**config.mk**
```make
export PLATFORM = sky130hd
export DESIGN_NAME = lives_manager_flat
export DESIGN_NICKNAME = d
export VERILOG_FILES = /design/src/rtl/lives_manager_if.sv /design/src/rtl/lives_manager.sv /design/src/flat_wrapper.sv
export SDC_FILE = /design/constraint.sdc
export NUM_CORES = 1
export LEC_CHECK = 0
export BUFFER_PORTS_ARGS = -buffer_cell sky130_fd_sc_hd__clkbuf_2
export CAP_MARGIN = 10
export CORE_MARGIN = 4
export CORE_UTILIZATION = 25
export DETAILED_ROUTE_END_ITERATION = 7
export SKIP_CTS_REPAIR_TIMING = 1
export SKIP_LAST_GASP = 1
export SLEW_MARGIN = 30
export SYNTH_ARGS = -nofsm -noshare
export SYNTH_HDL_FRONTEND = slang
export SYNTH_SLANG_ARGS = --single-unit
```
**constraint.sdc**
```tcl
create_clock -name clk -period 4 [get_ports clk]
set_clock_uncertainty 0.1 [all_clocks]
set_input_delay 0.6 -clock clk [delete_from_list [all_inputs] [get_ports clk]]
set_output_delay 0.6 -clock clk [all_outputs]
set_load 0.02 [all_outputs]
```
**src/rtl/lives_manager_if.sv**
```systemverilog
// Signal bundle between the game core and the lives manager.
// The game side (master) drives collision/restart_btn; the lives manager (slave) drives the status outputs.
interface lives_manager_if;
  logic       collision;
  logic       restart_btn;
  logic [1:0] lives;
  logic       reset_level;
  logic       frog_hit;
  logic       invulnerable;
  logic       game_over;

  // Level-based, no handshake: every output is a registered status valid every cycle.
  modport master (
    output collision, restart_btn,
    input  lives, reset_level, frog_hit, invulnerable, game_over
  );

  modport slave (
    input  collision, restart_btn,
    output lives, reset_level, frog_hit, invulnerable, game_over
  );
endinterface

```
**src/rtl/lives_manager.sv**
```systemverilog
// Frog lives bookkeeping: hit handling, post-hit invulnerability window,
// game-over hold and a one-cycle restart that asks the level counter to reset.
module lives_manager #(
  parameter int MAX_LIVES     = 3,
  parameter int INVULN_CYCLES = 25_000_000
) (
  input  logic           clk,
  input  logic           reset,
  lives_manager_if.slave bus,
  output logic [1:0]     dbg_state
);

  localparam int TW = (INVULN_CYCLES > 1) ? $clog2(INVULN_CYCLES) : 1;
  localparam logic [TW-1:0] TIMER_LOAD = TW'(INVULN_CYCLES - 1);
  localparam logic [1:0]    LIVES_INIT = 2'(MAX_LIVES);

  typedef enum logic [1:0] {
    PLAY      = 2'd0,
    INVULN    = 2'd1,
    GAME_OVER = 2'd2,
    RESTART   = 2'd3
  } state_t;

  state_t        state_q, state_d;
  logic [TW-1:0] timer_q, timer_d;
  logic [1:0]    lives_q, lives_d;
  logic          btn_prev_q;
  logic          frog_hit_q, frog_hit_d;
  logic          reset_level_q, reset_level_d;
  logic          invuln_q, invuln_d;
  logic          game_over_q, game_over_d;
  logic          btn_rise;

  // Previous sample resets to 1 so a button held across reset is not seen as a press.
  assign btn_rise = bus.restart_btn & ~btn_prev_q;

  always_comb begin
    state_d    = state_q;
    timer_d    = timer_q;
    lives_d    = lives_q;
    frog_hit_d = 1'b0;
    case (state_q)
      PLAY: begin
        if (bus.collision) begin
          frog_hit_d = 1'b1;
          if (lives_q > 2'd1) begin
            lives_d = lives_q - 2'd1;
            timer_d = TIMER_LOAD;
            state_d = INVULN;
          end else begin
            lives_d = 2'd0;
            state_d = GAME_OVER;
          end
        end
      end
      INVULN: begin
        if (timer_q == '0) state_d = PLAY;
        else               timer_d = timer_q - TW'(1);
      end
      GAME_OVER: begin
        lives_d = 2'd0;
        if (btn_rise) state_d = RESTART;
      end
      RESTART: begin
        lives_d = LIVES_INIT;
        state_d = PLAY;
      end
      default: state_d = PLAY;
    endcase
    // Status outputs are registered copies of what the next state implies.
    invuln_d      = (state_d == INVULN);
    game_over_d   = (state_d == GAME_OVER) || (state_d == RESTART);
    reset_level_d = (state_d == RESTART);
  end

  always_ff @(posedge clk) begin
    if (reset) begin
      state_q       <= PLAY;
      timer_q       <= '0;
      lives_q       <= LIVES_INIT;
      btn_prev_q    <= 1'b1;
      frog_hit_q    <= 1'b0;
      reset_level_q <= 1'b0;
      invuln_q      <= 1'b0;
      game_over_q   <= 1'b0;
    end else begin
      state_q       <= state_d;
      timer_q       <= timer_d;
      lives_q       <= lives_d;
      btn_prev_q    <= bus.restart_btn;
      frog_hit_q    <= frog_hit_d;
      reset_level_q <= reset_level_d;
      invuln_q      <= invuln_d;
      game_over_q   <= game_over_d;
    end
  end

  assign bus.lives        = lives_q;
  assign bus.frog_hit     = frog_hit_q;
  assign bus.reset_level  = reset_level_q;
  assign bus.invulnerable = invuln_q;
  assign bus.game_over    = game_over_q;
  assign dbg_state        = state_q;

endmodule

```
**src/flat_wrapper.sv**
```systemverilog
// flat-port wrapper written by rule: the top's interface ports become plain ports
module lives_manager_flat 
#(
  parameter int MAX_LIVES     = 3,
  parameter int INVULN_CYCLES = 25_000_000
)
  (clk, reset, dbg_state, bus_collision, bus_restart_btn, bus_lives, bus_reset_level, bus_frog_hit, bus_invulnerable, bus_game_over);
  lives_manager_if bus_i ();
  input  logic clk;
  input  logic reset;
  output logic [1:0] dbg_state;
  input wire logic [$bits(bus_i.collision)-1:0] bus_collision;
  input wire logic [$bits(bus_i.restart_btn)-1:0] bus_restart_btn;
  output wire logic [$bits(bus_i.lives)-1:0] bus_lives;
  output wire logic [$bits(bus_i.reset_level)-1:0] bus_reset_level;
  output wire logic [$bits(bus_i.frog_hit)-1:0] bus_frog_hit;
  output wire logic [$bits(bus_i.invulnerable)-1:0] bus_invulnerable;
  output wire logic [$bits(bus_i.game_over)-1:0] bus_game_over;
  assign bus_i.collision = bus_collision;
  assign bus_i.restart_btn = bus_restart_btn;
  assign bus_lives = bus_i.lives;
  assign bus_reset_level = bus_i.reset_level;
  assign bus_frog_hit = bus_i.frog_hit;
  assign bus_invulnerable = bus_i.invulnerable;
  assign bus_game_over = bus_i.game_over;
  lives_manager #(.MAX_LIVES(MAX_LIVES), .INVULN_CYCLES(INVULN_CYCLES)) u_core (.clk(clk), .reset(reset), .bus(bus_i), .dbg_state(dbg_state));
endmodule
```
== Word-level counts from Yosys, hierarchy flattened ==
Index checks and enable logic that the tools add are counted.
Storage, ports and cells
  bits in registers: 34
  logic and storage cells: 44
  output and inout port bits: 8
Cells by class
  multiplexer cells: 13
  bitwise logic cells: 3
  eq/ne operators: 9
  reduce and logical (&&, ||, !) cells: 8
  add/subtract/negate cells: 2
  magnitude comparators: 1
Operator list (count)
  $mux W25: 3
  $pmux W25 S2: 1
  $logic_not A25 Y1: 1
  $sub A25 B1 Y25 const B: 1
  $mux W2: 6
  $eq A2 B2 Y1 const B: 4
  $pmux W2 S4: 1
  $pmux W2 S3: 1
  $eq A2 B1 Y1 const B: 2
  $ne A2 B2 Y1 const B: 2
  $reduce_and A4 Y1: 1
  $reduce_bool A3 Y1: 1
  $gt A2 B1 Y1 const B: 1
  $logic_not A2 Y1: 1
  $ne A2 B1 Y1 const B: 1
  $not A1 Y1: 2
  $reduce_and A2 Y1: 1
  $reduce_bool A2 Y1: 1
  $reduce_or A2 Y1: 1
  $sub A2 B1 Y2 const B: 1
  $and A1 B1 Y1: 1
  $logic_or A1 B1 Y1: 1
  $mux W1: 1

== Longest topological paths before layout ==
Gate-level depths: netlist of the first run.
  word-level depth: 6
  gate-level depth with buffers: 8

== Worst setup path before layout of the first run ==
OpenSTA, ideal clock, no wires.
  path kind: reg2reg
  from: register u_core.timer_q[0]
  to: register u_core.timer_q[23]
  arrival time: 1.865 ns
  cell stages (with the launch flop): 8
  setup time: 0.070 ns
  path buffers: 0
  path slack: 1.966 ns
  data required time: 3.830 ns
  cell sequence: dfxtp_1 inv_1 ha_1 nor3b_2 and4b_1 a211oi_2 or3b_1 a21oi_1
On the way
  cells in the longest elaborated chain, start to end: 3
  elaborated cells between the ends (all ways): 6
  classes of those cells: 1 x add/sub; 1 x eq/ne; 2 x mux; 2 x reduce/logical
Ends and longest elaborated chain
  start: declaration: RTL line lives_manager.sv:25  | logic [TW-1:0] timer_q, timer_d;
  start signal: assignment: RTL line lives_manager.sv:88  | timer_q <= timer_d;
  $sub A25 B1 Y25 / $logic_not A25 Y1 (equally long branches): RTL line lives_manager.sv:58, lives_manager.sv:57
  $mux W25 / $ne A2 B2 Y1 (equally long branches)
  $pmux W25 S2 / $reduce_and A4 Y1 (equally long branches)
Several ways; a longest one is shown, not always the timed one. The select of a mux whose other input is x is not followed.
A chain may end at the register's enable or synchronous reset.

== Final worst setup path of the first run ==
Ends and elaborated chain as after synthesis.

==> results.toml, run 1 <==
[detailed_routing]
via_per_inst = 5.20
post_drt_wl_per_cell_microns = 13.5
ant_nets = 0
drtIter0Drc = 76
route.detailed.drc = 0
firstDrtPassIters = 4
routed-via-count = 1503
routed_wl_microns = 3890

[critical_path]
startpoint_type = "flop"
arrival_ps = 2430
worstSetupPathType = "flop to flop"
critical_path.max_fanout = 6
cp-end-kind = "flop"
cp.required_ps = 4120

[floorplanning]
dieArea_sq_um = 8290
rows = 30
die_h_microns = 91.1
die_x_microns = 91.1
ios = 12
core-area_sq_um = 6760
initial_core_util_pct = 25.5

[timing]
setup_viol = 0
rsz0062_at_grt = "false"
worst_pin_slew_ps = 572
timing.fmax_mhz = 433
slew_headroom_pct = 61.5
period_share_pct = 57.7
tns_ps = 0
hold_viol_final = 0
drv_slew = 0
period_needed_ps = 2310

[grt]
antenna_found_initial = 0
grt_pass1_wl_microns = 6860
grtUsageTotal_pct = 10.2
grt_max_degree = 26
overflow = 0
grt_pass1_vias = 1478

[yosys]
synth_top_family_by_area = "simple AND/OR/NAND/NOR gates"
synth_most_common_cell = "dfxtp_1"
synth-xor-area-share_pct = 3.55
synth_area_leaders = "dfxtp_1 (38%), nor2_1 (4.1%), a21oi_1 (3.5%)"
synth_compound_area_share_pct = 17.1
synth_fa_ha_area_share_pct = 0.725
syn_nets = 205
synthArstFlopShare_pct = 0
netlist_instances = 200
synthMuxAreaShare_pct = 1.16
ys_warn_count = 0
synth_top_area_cell = "dfxtp_1"
synth_area_per_cell_sq_um = 8.63
ys_seq_elements = 33
synth_edf_count = 0
synth-simple-area-share_pct = 33.9
synth-main-ff-cell = "dfxtp_1"
synth.distinct_cells = 52
synth_common_cells = "dfxtp_1 (33), nor2_1 (19), nand2_1 (14)"
synth.cell_area_sq_um = 1730
ys_seq_area_share_pct = 38.3
synth_top_area_share_pct = 38.3

[power_and_ir_drop]
p_comb_share_pct = 22.6
pwr-share-seq_pct = 40.0
pwr-share-clk_pct = 37.4
p_int_uw = 706
vdd_drop_max_uv = 194
p_switching_uw = 328
p_per_area_nw_per_um2 = 523
switching_share_pct = 31.7
p_leak_uw = 0.000735

[placement]
dpl.hpwl_microns = 2770
io_buffer_count = 11
numPlacedInstances = 281
gp_congestion = 0.837

[clock_network]
cts_tree = "done"
clkSinkCount = 33
clock_path_buffers = 2
root_buffer = "clkbuf_8"
cts-buffers-inserted = 5
clk_pin_slew_ps = 80
htree_num_levels = 2
clock_latency_ps = 290

[run_status]
status = "finished, final reports clean"

[layout]
insertedDiodeCount = 0
nets = 213
drive_gt1_share_pct = 17.2
stdcell_count = 289
area_growth_pct = 14.5

[worst_hold_path]
hold_class = "flop to flop"

[run]
maxCapViolations = 0
## metrics by stage
step | instance area [sq um] | util, % | total power (uW) | hold slack (ps) | setup slack (ps)
6_report | 1980 | 29.2 | 1030 | 319 | 1690
5_1_grt | 1980 | 29.2 | 1090 | 354 | 1480
4_1_cts | 1980 | 29.2 | 1040 | 322 | 1690
3_5_place_dp | 1840 | 27.2 | 653 | 309 | 1730
3_3_place_gp | 1840 | 27.2 | 648 | 299 | 1760
2_1_floorplan | 1730 | - | 601 | 291 | 1970
## power groups by stage
stage / clock network [uW] / logic [uW] / registers [uW]
6_report: 387 / 234 / 413
5_1_grt: 410 / 263 / 421
4_1_cts: 394 / 234 / 413
3_5_place_dp: 0 / 233 / 420
3_3_place_gp: 0 / 229 / 419
2_1_floorplan: 0 / 188 / 413
## cells by family after synthesis
group                    count (synthesis)
XOR/XNOR                                 7
AO/OA/AOI/OAI                           42
adder cells (fa/ha/maj)                  1
multiplexers                             2
AND/OR/NAND/NOR                         95
flip-flops                              33
buffers and inverters                   20
## final timing paths
kind,start,to,slack [ps],depth (start not counted)
setup / recovery,u_core.timer_q[0]$_SDFFE_PP0P_,u_core.timer_q[23]$_SDFFE_PP0P_,1690,7
hold / removal,u_core.btn_prev_q$_SDFF_PP1_,u_core.bus.reset_level$_SDFF_PP0_,320,1
setup reg to reg,u_core.timer_q[0]$_SDFFE_PP0P_,u_core.timer_q[23]$_SDFFE_PP0P_,1690,7
hold reg to reg,u_core.btn_prev_q$_SDFF_PP1_,u_core.bus.reset_level$_SDFF_PP0_,320,1
## critical path: stages, from the launching register on
cell and delay (ps):
dfxtp_1 400, inv_1 80, ha_1 230, nor3b_2 200, and4b_1 260, a211oi_2 430
or3b_1 390, a21oi_1 140
## final cells by class
cell class                 instances  area [sq um]
fill                             726          4780
multi-input combinational        147           981
inverter                           9          33.8
sequential                        33           661
clock inverter                     3          68.8
tap                               80           100
timing repair buffer              12          62.6
clock buffer                       5          68.8
## metal layers
metal | wire length, microns | share of wire [%] | track usage [%] | vias up
met1 | 2010 | 52 | 13.5 | 710
li1 | - | - | - | 761
met2 | 1680 | 43 | 15.7 | 27
met4 | 52 | 1.3 | 3.39 | 0
met3 | 151 | 3.9 | 3.23 | 5
met5 | 0 | 0 | 0 | -
## state kept, by name (all words and copies together) (netlist names)
signal and count:
u_core.bus.game_over 1, u_core.bus.invulnerable 1, u_core.bus.reset_level 1, u_core.bus.lives 2
u_core.timer_q 25, u_core.dbg_state 1, u_core.bus.frog_hit 1, u_core.btn_prev_q 1
## placed cells by master, fill, tap and decap left out, types with 4 or more instances in the layout
cell type  Yosys  routed
nand2_1       14      14
and3_1         5       5
dfxtp_1       33      33
nor3_1        11      11
clkbuf_2       0      11
clkbuf_8       0       5
xor2_1         4       4
or3_1          7       7
nor2_1        19      19
inv_1          9       9
nor4_1         7       7
a21oi_1       12      12
nand3_1        5       5
Power figures use the tool's default switching activity.
==> run 2: changes to the inputs <==
ABC_AREA = 1   (was not set)
clock period = 2.02 ns   (was 4 ns; I/O delays follow)
==> run 2 against run 1 <==
Clock power up 29%; design area up 19%; count of clock-buffer cells in the layout up 2; flip-flop and latch count unchanged; register-to-register slack worse by 1500 ps; non-clock buffer count up 8; maximum frequency up 28%; synthesized cell count up 59%; synthesized area up 20%; hold slack worse by 200 ps; combinational power rose to 3.6 times the previous value; critical path type unchanged.
==> results.toml, run 2 <==
[run_status]
status = "finished, final reports clean"

[detailed_routing]
routed_wl_microns = 5010
post_drt_wl_per_cell_microns = 11.5
via_per_inst = 4.65
drtIter0Drc = 114
route.detailed.drc = 0
firstDrtPassIters = 4
routed-via-count = 2028
ant_nets = 0

[floorplanning]
core-area_sq_um = 7890
dieArea_sq_um = 9770
ios = 12
initial_core_util_pct = 26.1
die_x_microns = 98.8
rows = 32
die_h_microns = 98.8

[layout]
drive_gt1_share_pct = 20.1
mostFrequentLayoutCells = "nand2_1 (94), nor2_1 (48), dfxtp_1 (33), inv_1 (27), nand3_1 (27)"
final_common_cell = "nand2_1"
area_growth_pct = 13.7
fillCellCount = 883
insertedDiodeCount = 0
top_register = "u_core.timer_q"
seqCellArea_sq_um = 661
multi_input_area_sq_um = 1240
largest_reg_flops = 25
stdcell_count = 436
nets = 339

[yosys]
synth-main-ff-cell = "dfxtp_1"
netlist_instances = 317
syn_nets = 322
synth_common_cells = "nand2_1 (95), nor2_1 (48), dfxtp_1 (33)"
synth_most_common_cell = "nand2_1"
synth.cell_area_sq_um = 2060
synthArstFlopShare_pct = 0
ys_warn_count = 0
synth_area_leaders = "dfxtp_1 (32%), nand2_1 (17%), nor2_1 (8.7%)"
synth_top_area_cell = "dfxtp_1"
synth_area_per_cell_sq_um = 6.50
ys_seq_elements = 33
synth.distinct_cells = 28
synth_top_area_share_pct = 32.0
synth_edf_count = 0
ys_seq_area_share_pct = 32.0

[run]
maxCapViolations = 0

[timing]
worst_pin_slew_ps = 361
timing.fmax_mhz = 557
setup_viol = 0
slew_headroom_pct = 75.9
rsz0062_at_grt = "false"
drv_slew = 0
hold_viol_final = 0
period_share_pct = 89.0
tns_ps = 0
period_needed_ps = 1800
whs_ps = 123

[grt]
antenna_found_initial = 0
grt_pass1_vias = 1942
overflow = 0
grt_max_degree = 27
grt_pass1_wl_microns = 9080
grtUsageTotal_pct = 11.3

[power_and_ir_drop]
p_per_area_nw_per_um2 = 922
vdd_drop_max_uv = 328
p_int_uw = 1290
switching_share_pct = 40.2
p_leak_uw = 0.00101
pwr-share-seq_pct = 37.9
pwr-share-clk_pct = 23.2
p_comb_share_pct = 38.9
p_switching_uw = 868

[placement]
dpl.hpwl_microns = 3650
numPlacedInstances = 429
gp_congestion = 0.840
io_buffer_count = 11

[critical_path]
rr_endpoint = "u_core.timer_q[23]$_SDFFE_PP0P_"
cp-end-kind = "flop"
r2r-start = "u_core.timer_q[0]$_SDFFE_PP0P_"
crit_family = "simple AND/OR/NAND/NOR gates"
cp.required_ps = 2080
path_depth = 11
critical_path.max_fanout = 26
worstSetupPathType = "flop to flop"
slowest_delay_ps = 310
arrival_ps = 1860
crit_path_start = "u_core.timer_q[0]$_SDFFE_PP0P_"
r2r.worst_path.cells = 11
cp.buffers_inverters = 1
cp_slowest_cell = "dfxtp_1"
r2r_setup_slack_ps = 220
path_cells = "inv_1, ha_2, nand2_4, nor2_8, nand2_4, nor2_4, nand2_2, nand2_4, nor2_1, nor2_1, nor2_1"
startpoint_type = "flop"

[clock_network]
clkSinkCount = 33
clock_latency_ps = 280
cts_tree = "done"
clock_path_buffers = 2
htree_num_levels = 2
root_buffer = "clkbuf_8"
cts-buffers-inserted = 5
clk_pin_slew_ps = 60

[worst_hold_path]
hold_depth = 2
hold_end = "u_core.btn_prev_q$_SDFF_PP1_"
hold_class = "primary input to flop"
hp-start = "bus_restart_btn"
run 2: worst max-delay path by stage:
stage                                 endpoint  slack (ps)
4_1_cts        u_core.timer_q[23]$_SDFFE_PP0P_         120
5_1_grt        u_core.timer_q[23]$_SDFFE_PP0P_          30
6_report       u_core.timer_q[23]$_SDFFE_PP0P_         220
3_5_place_dp   u_core.timer_q[22]$_SDFFE_PP0P_         130
2_1_floorplan  u_core.timer_q[20]$_SDFFE_PP0P_         340
3_3_place_gp   u_core.timer_q[23]$_SDFFE_PP0P_         190
run 2: stage by stage:
stage / power [uW] / util, % / instance area [sq um] / setup WS [ps]
after global routing: 2350 / 29.7 / 2340 / 29.3
after CTS: 2190 / 29.6 / 2340 / 115
after floorplan: 1470 / - / 2060 / 340
after global placement: 1650 / 28.6 / 2250 / 193
after detailed placement: 1670 / 28.6 / 2250 / 135
final: 2160 / 29.7 / 2340 / 223
run 2: cell type report:
class	instances	share of cell area [%]
multi-input cells	247	53.1
flip-flops and latches	33	28.2
well taps	102	5.45
repair buffers	20	5.23
inverters	27	4.32
clock buffers	7	3.68
run 2: power by group through the flow:
stage	Sequential (uW)	Clock [uW]	Combinational (uW)
floorplan	823	0	648
global placement	828	0	825
detailed placement	832	0	840
CTS	818	524	843
global route	832	555	960
finish	818	501	840
run 2: per-layer routing:
metal / GRT usage [%] / wire length, microns / up-vias
li1: - / - / 1046
met5: 0 / 0 / -
met1: 14.4 / 2380 / 934
met4: 4.73 / 112 / 0
met3: 2.05 / 157 / 10
met2: 18.7 / 2360 / 38
run 2: logic make-up (layout without fill, tap and decap cells):
kind of cell / count (synthesis) / in the layout / share of synthesized area (%)
AND/OR/NAND/NOR: 212 / 212 / 47.3
buffers and inverters: 37 / 54 / 7.83
flip-flops: 33 / 33 / 32.0
AO/OA/AOI/OAI: 30 / 30 / 10.6
XOR/XNOR: 4 / 4 / 1.70
adder cells (fa/ha/maj): 1 / 1 / 0.607
